## src/rtl/jtframe_scan2x_ctrl.sv

```systemverilog
// Line-buffer sequencer for the 2x scan doubler: locks onto the input line
// period, steers write/read banks and addresses, and regenerates a doubled HS.
module jtframe_scan2x_ctrl #(
    parameter int HLEN = 512,
    parameter int AW   = 9
) (
    input  logic          clk,
    input  logic          rst_n,
    input  logic          base_cen,
    input  logic          basex2_cen,
    input  logic          HS,
    output logic          wr_en,
    output logic [AW-1:0] wr_addr,
    output logic          wr_bank,
    output logic          rd_en,
    output logic [AW-1:0] rd_addr,
    output logic          rd_bank,
    output logic          x2_second,
    output logic          x2_HS,
    output logic          locked,
    output logic [AW-1:0] line_len
);

    typedef enum logic [1:0] {
        SYNC,
        MEASURE,
        CHECK,
        LOCKED
    } state_t;

    localparam logic [AW-1:0] CMAX = '1;
    localparam logic [AW-1:0] ONE  = AW'(1);

    state_t        state, state_nx;
    logic          hs_l;
    logic          hs_rise;
    logic          hs_fall;
    logic [AW-1:0] cnt;
    logic [AW-1:0] cnt1;
    logic          cnt_sat;
    logic [AW-1:0] hw_cnt;
    logic [AW-1:0] hs_wid;
    logic [AW-1:0] len_q, len_nx;
    logic [AW-1:0] line_len_nx;
    logic          locked_nx;
    logic          in_win;
    logic [AW-1:0] rd_addr_nx;
    logic          second_nx;

    assign hs_rise = base_cen & HS & ~hs_l;
    assign hs_fall = base_cen & ~HS & hs_l;
    assign cnt_sat = (cnt == CMAX);
    assign cnt1    = cnt + ONE;

    // Line tick counter, HS width measurement and write bank
    always_ff @(posedge clk or negedge rst_n) begin
        if (!rst_n) begin
            hs_l    <= 1'b0;
            cnt     <= '0;
            hw_cnt  <= '0;
            hs_wid  <= '0;
            wr_bank <= 1'b0;
        end else if (base_cen) begin
            hs_l <= HS;
            if (hs_rise) begin
                cnt     <= '0;
                hw_cnt  <= ONE;
                wr_bank <= ~wr_bank;
            end else begin
                if (!cnt_sat) cnt <= cnt1;
                if (HS && hs_l && hw_cnt != CMAX) hw_cnt <= hw_cnt + ONE;
            end
            if (hs_fall) hs_wid <= hw_cnt;
        end
    end

    always_ff @(posedge clk or negedge rst_n) begin
        if (!rst_n) begin
            state    <= SYNC;
            len_q    <= '0;
            line_len <= '0;
            locked   <= 1'b0;
        end else begin
            state    <= state_nx;
            len_q    <= len_nx;
            line_len <= line_len_nx;
            locked   <= locked_nx;
        end
    end

    // A saturated counter means HS was lost: fall back to SYNC at once
    always_comb begin
        state_nx    = state;
        len_nx      = len_q;
        line_len_nx = line_len;
        locked_nx   = locked;
        if (cnt_sat) begin
            locked_nx = 1'b0;
            state_nx  = hs_rise ? MEASURE : SYNC;
        end else if (hs_rise) begin
            unique case (state)
                SYNC: state_nx = MEASURE;
                MEASURE: begin
                    state_nx = CHECK;
                    len_nx   = cnt1;
                end
                CHECK: begin
                    if (cnt1 == len_q) begin
                        state_nx    = LOCKED;
                        locked_nx   = 1'b1;
                        line_len_nx = len_q;
                    end else begin
                        len_nx = cnt1;
                    end
                end
                LOCKED: begin
                    if (cnt1 != line_len) begin
                        state_nx  = CHECK;
                        locked_nx = 1'b0;
                        len_nx    = cnt1;
                    end
                end
                default: state_nx = SYNC;
            endcase
        end
    end

    generate
        if (HLEN >= 2**AW) begin : g_full
            assign in_win = 1'b1;
        end else begin : g_part
            assign in_win = (cnt < AW'(HLEN));
        end
    endgenerate

    assign wr_en   = base_cen & (state != SYNC) & in_win;
    assign wr_addr = cnt;
    assign rd_bank = ~wr_bank;

    // Read side follows the lock decision taken in this same cycle
    always_comb begin
        rd_addr_nx = rd_addr;
        second_nx  = x2_second;
        if (!locked_nx) begin
            rd_addr_nx = '0;
            second_nx  = 1'b0;
        end else if (basex2_cen) begin
            if (hs_rise) begin
                rd_addr_nx = '0;
                second_nx  = 1'b0;
            end else if (rd_addr == line_len - ONE) begin
                rd_addr_nx = '0;
                second_nx  = ~x2_second;
            end else begin
                rd_addr_nx = rd_addr + ONE;
            end
        end
    end

    always_ff @(posedge clk or negedge rst_n) begin
        if (!rst_n) begin
            rd_en     <= 1'b0;
            rd_addr   <= '0;
            x2_second <= 1'b0;
            x2_HS     <= 1'b0;
        end else begin
            rd_en     <= locked_nx & basex2_cen;
            rd_addr   <= rd_addr_nx;
            x2_second <= second_nx;
            x2_HS     <= locked_nx & (rd_addr_nx < hs_wid);
        end
    end

endmodule

```

## config.mk

```make
export PLATFORM = sky130hd
export DESIGN_NAME = jtframe_scan2x_ctrl
export DESIGN_NICKNAME = d
export VERILOG_FILES = /design/src/rtl/jtframe_scan2x_ctrl.sv
export SDC_FILE = /design/constraint.sdc
export NUM_CORES = 1
export LEC_CHECK = 0
export ABC_AREA = 1
export ABC_CLOCK_PERIOD_IN_PS = 3800
export CORE_ASPECT_RATIO = 1.1
export CORE_UTILIZATION = 30
export CTS_CLUSTER_DIAMETER = 150
export DETAILED_ROUTE_END_ITERATION = 16
export PLACE_DENSITY = 0.53
export SYNTH_ARGS = -nofsm -noshare
export SYNTH_HDL_FRONTEND = slang
export SYNTH_SLANG_ARGS = --single-unit
```

## constraint.sdc

```tcl
create_clock -name clk -period 3.8 [get_ports clk]
set_input_delay 0.76 -clock clk [delete_from_list [all_inputs] [get_ports clk]]
set_output_delay 0.76 -clock clk [all_outputs]
set_load 0.02 [all_outputs]
```

==> metrics.md <==
| Metric | Value |
|---|---|
| Setup Skew | 0.00663 ns |
| Congestion Overflow GR | 0 |
| Mean area per synthesized cell | 7.48 um2 |
| Clock tree from TritonCTS | yes |
| Standard-cell row count | 43 |
| Number of antenna violations at the first check in global routing | 0 |
| Run status | finished clean |
| Global placer's final weighted congestion | 0.885 |
| H-tree level count | 3 |
| Root buffer cell | clkbuf_16 |
| Largest driver fanout on the critical path | 10 |
| Largest net degree at the start of global routing | 33 |
| Nets in the synthesized netlist | 533 |
| Final Cell Area | 0.00485 mm2 |
| Vias | 3587 |
| Critical Path, Cell by Cell | nand2_2 -> nor2_4 -> nand3_2 -> nor2_2 -> ha_4 -> xor2_1 -> nor2_1 -> nand3b_1 -> nor2_1 -> nand4_1 -> nand2_1 -> nor2b_4 -> inv_4 -> a211oi_2 -> ha_1 -> a21oi_1 -> nor2_1 -> a211oi_1 -> o21ai_0 -> nand3_1 -> nand3_1 -> a21oi_1 |
| Ratio of final minimum period to clock period | 0.929 |
| Post-layout net count | 591 |
| Cell count after synthesis | 514 |
| Overall power consumption | 3.00 mW |
| Setup crit end kind | flop |
| Layout Cells excl Fill | 734 |
| Total of max-cap violations | 0 |
| Critical path type | flop to flop |
| Simple-gate share of the synthesized area | 0.311 |
| Ys async rst share | 1.00 |
| Routed len/inst | 13.9 um |
| Total die area | 0.0133 mm2 |
| Detail Route Antenna Nets | 0 |
| Initial DRT Pass Iterations | 5 |
| Number of inserted diodes | 0 |
| Sinks on the clock net | 62 |
| Final HPWL from detailed placement | 7690 um |
| Fraction of final layout cells with drive strength greater than 1 | 0.139 |
| Number of global-route vias before repair | 3467 |
| DIE HEIGHT | 121 um |
| GRT Total Usage | 0.167 |
| Worst vdd ir | 0.000232 V |
| Synthesized-area fraction occupied by ao, oa, aoi and oai cells | 0.132 |
| Reg-to-Reg End | x2_HS |
| Buffers & Inverters on Critical Path | 1 |
| RR Startpoint | wr_addr[4] |
| Maximum buffer depth of the clock tree | 2 |
| Hold violation total from the final report | 0 |
| Sequential area share after synthesis | 0.403 |
| Transition time of the tightest slew-check pin | 1.06 ns |
| Time the final worst path needs with I/O delays and setup | 3.53 ns |
| Number of I/O pins | 39 |
| CP dominant cell by count | nor2_1 |
| Post-synthesis instance area | 0.00385 mm2 |
| Initial cell density of the core | 0.307 |
| Reg2Reg Depth | 22 |
| Synth Area in XOR/XNOR | 0.0182 |
| Cell count after placement | 709 |
| Required time worst endpoint | 4.07 ns |
| Reg2Reg Setup Slack | 0.27 ns |
| Die Width | 110 um |
| Worst relative slew slack | 0.290 |
| Layout filler cell count | 1287 |
| Leakage power figure | 2.23 nW |
| Critical-path cell with the highest stage delay | dfrtp_2 |
| Adder-cell share of the synthesized area | 0.0455 |
| Largest stage delay on the critical path | 0.40 ns |
| Power per cell area | 618 mW/mm2 |
| Path class of the lowest-slack min-delay path | input pin to asynchronous set/reset pin |
| DR iter-0 viols | 230 |
| Placement-stage cell area | 0.00443 mm2 |
| Insertion delay to the later sink of the worst-skew pair | 0.34 ns |
| Mux contribution to synthesized area | 0 |
| Clock-pin transition on the worst setup and hold timing paths | 0.06 ns |
| Number of failing setup endpoints in the final timing report | 0 |
| CP startpoint kind | flop |
| Vias/cell | 4.89 |
| Count of buffers inserted at the top-level ports | 38 |
| Highest achievable clock rate | 0.283 GHz |
| Flop and latch count out of synthesis | 62 |
| Cts bufs inserted | 9 |
| Total Routed Length | 10200 um |
| Core Region | 0.0125 mm2 |
| Number of warning messages in the yosys log | 0 |
| Global-route wire length before repair | 16600 um |
| Endpoint arrival time on the critical path | 3.80 ns |
| Combinational family with the most area after synthesis | simple AND/OR/NAND/NOR gates |
| Count of unresolved DRC violations after routing | 0 |
| Unique masters post-synth | 36 |
| Post-synth EDFFs | 0 |
| Kind of cell with the highest combined delay on the critical path | simple AND/OR/NAND/NOR gates |
| Top flip-flop cell by instance count after synthesis | dfrtp_1 |
| Area Overhead vs Synth | 26.1% |
| Final Slew Violations | 0 |
-- layout make-up --
type / count / area (um2) / area share
repair buffers: 55 / 503 / 0.104
flip-flops and latches: 62 / 1560 / 0.321
inverters: 78 / 295 / 0.0609
clock buffers: 12 / 246 / 0.0508
clock inverters: 4 / 70.1 / 0.0144
multi-input cells: 366 / 1980 / 0.409
well taps: 157 / 196 / 0.0405
-- worst reg2reg max path: stages (launching register included) --
cell and delay, ns:
dfrtp_2 0.40, nand2_2 0.09, nor2_4 0.15, nand3_2 0.13, nor2_2 0.16, ha_4 0.22
xor2_1 0.16, nor2_1 0.10, nand3b_1 0.11, nor2_1 0.20, nand4_1 0.12, nand2_1 0.07
nor2b_4 0.18, inv_4 0.10, a211oi_2 0.25, ha_1 0.28, a21oi_1 0.15, nor2_1 0.05
a211oi_1 0.16, o21ai_0 0.10, nand3_1 0.08, nand3_1 0.08, a21oi_1 0.12
-- state kept, by name, summed over array words and instances, names as in the netlist --
signal and count:
hs_l 1, len_q 9, x2_HS 1, state 2, hs_wid 9, wr_bank 1, locked 1, x2_second 1
rd_addr 9, line_len 9, wr_addr 9, rd_en 1, hw_cnt 9
-- repair_timing --
item	in CTS	in global routing
hold buffers	0	0
endpoints found under the setup margin	0	1
gates resized for setup	0	9
buffers inserted	0	9
-- through the flow --
stage	setup WS, ns	utilization	hold WS [ns]	TNS, ns
6_report	0.271	0.387	0.471	0
5_1_grt	-0.00760	0.387	0.514	-0.00760
4_1_cts	0.0810	0.378	0.489	0
3_5_place_dp	0.0937	0.353	0.477	0
3_3_place_gp	0.243	0.353	0.468	0
2_1_floorplan	0.307	-	0.453	0
-- routing by layer --
layer	up-vias	global-route usage	part of all wire
met2	76	0.268	0.48
li1	1808	-	-
met1	1680	0.204	0.45
met3	23	0.0404	0.044
met4	0	0.0867	0.027
met5	-	0	0
-- kinds of logic after synthesis --
| kind of cell | count (synthesis) |
|---|---|
| and+or+nand+nor | 265 |
| buffers and inverters | 86 |
| AOI/OAI and AO/OA | 79 |
| DFF | 62 |
| adders and majority gates | 14 |
| xor gates and xnor gates | 8 |
-- how the worst max path moves through the flow --
stage / from / end / slack [ns] / cells past startpoint
finish: wr_addr[4] / x2_HS / 0.27 / 22
global route: wr_addr[4] / x2_HS / -0.008 / 24
CTS: wr_addr[1] / x2_HS / 0.08 / 21
detailed placement: wr_addr[1] / x2_HS / 0.09 / 21
global placement: wr_addr[3] / x2_HS / 0.24 / 22
floorplan: wr_addr[0] / x2_HS / 0.31 / 21
-- cell usage in the layout, fill, tap and decap left out, drive strengths merged, types with 2 or more instances in the layout --
| cell | instances |
|---|---|
| a211oi | 8 |
| a21oi | 20 |
| buf | 18 |
| bufinv | 2 |
| clkbuf | 12 |
| clkdlybuf4s50 | 37 |
| clkinv | 2 |
| dfrtp | 62 |
| ha | 14 |
| inv | 78 |
| nand2 | 135 |
| nand3 | 47 |
| nand3b | 2 |
| nand4 | 16 |
| nor2 | 53 |
| nor3 | 7 |
| nor4 | 3 |
| o21ai | 42 |
| o22ai | 7 |
| xor2 | 7 |
-- power by group --
| part | switching (mW) | internal [mW] | leakage (nW) |
|---|---|---|---|
| Clock | 0.298 | 0.590 | 0.157 |
| Sequential | 0.138 | 0.779 | 0.825 |
| Combinational | 0.704 | 0.487 | 1.25 |
-- synthesized netlist by cell type (all sizes together), types with 2 or more instances --
master,count,area share
nand4,16,0.028
nor4,3,0.0065
nor3,7,0.0091
nand3,47,0.064
o22ai,7,0.011
inv,78,0.077
nand3b,2,0.0039
a211oi,8,0.025
o21ai,42,0.062
buf,4,0.0091
a21oi,20,0.027
ha,14,0.046
nor2,53,0.058
xor2,7,0.016
nand2,135,0.14
dfrtp,62,0.40
clkbuf,4,0.0039
(Power assumes the default switching activity.)
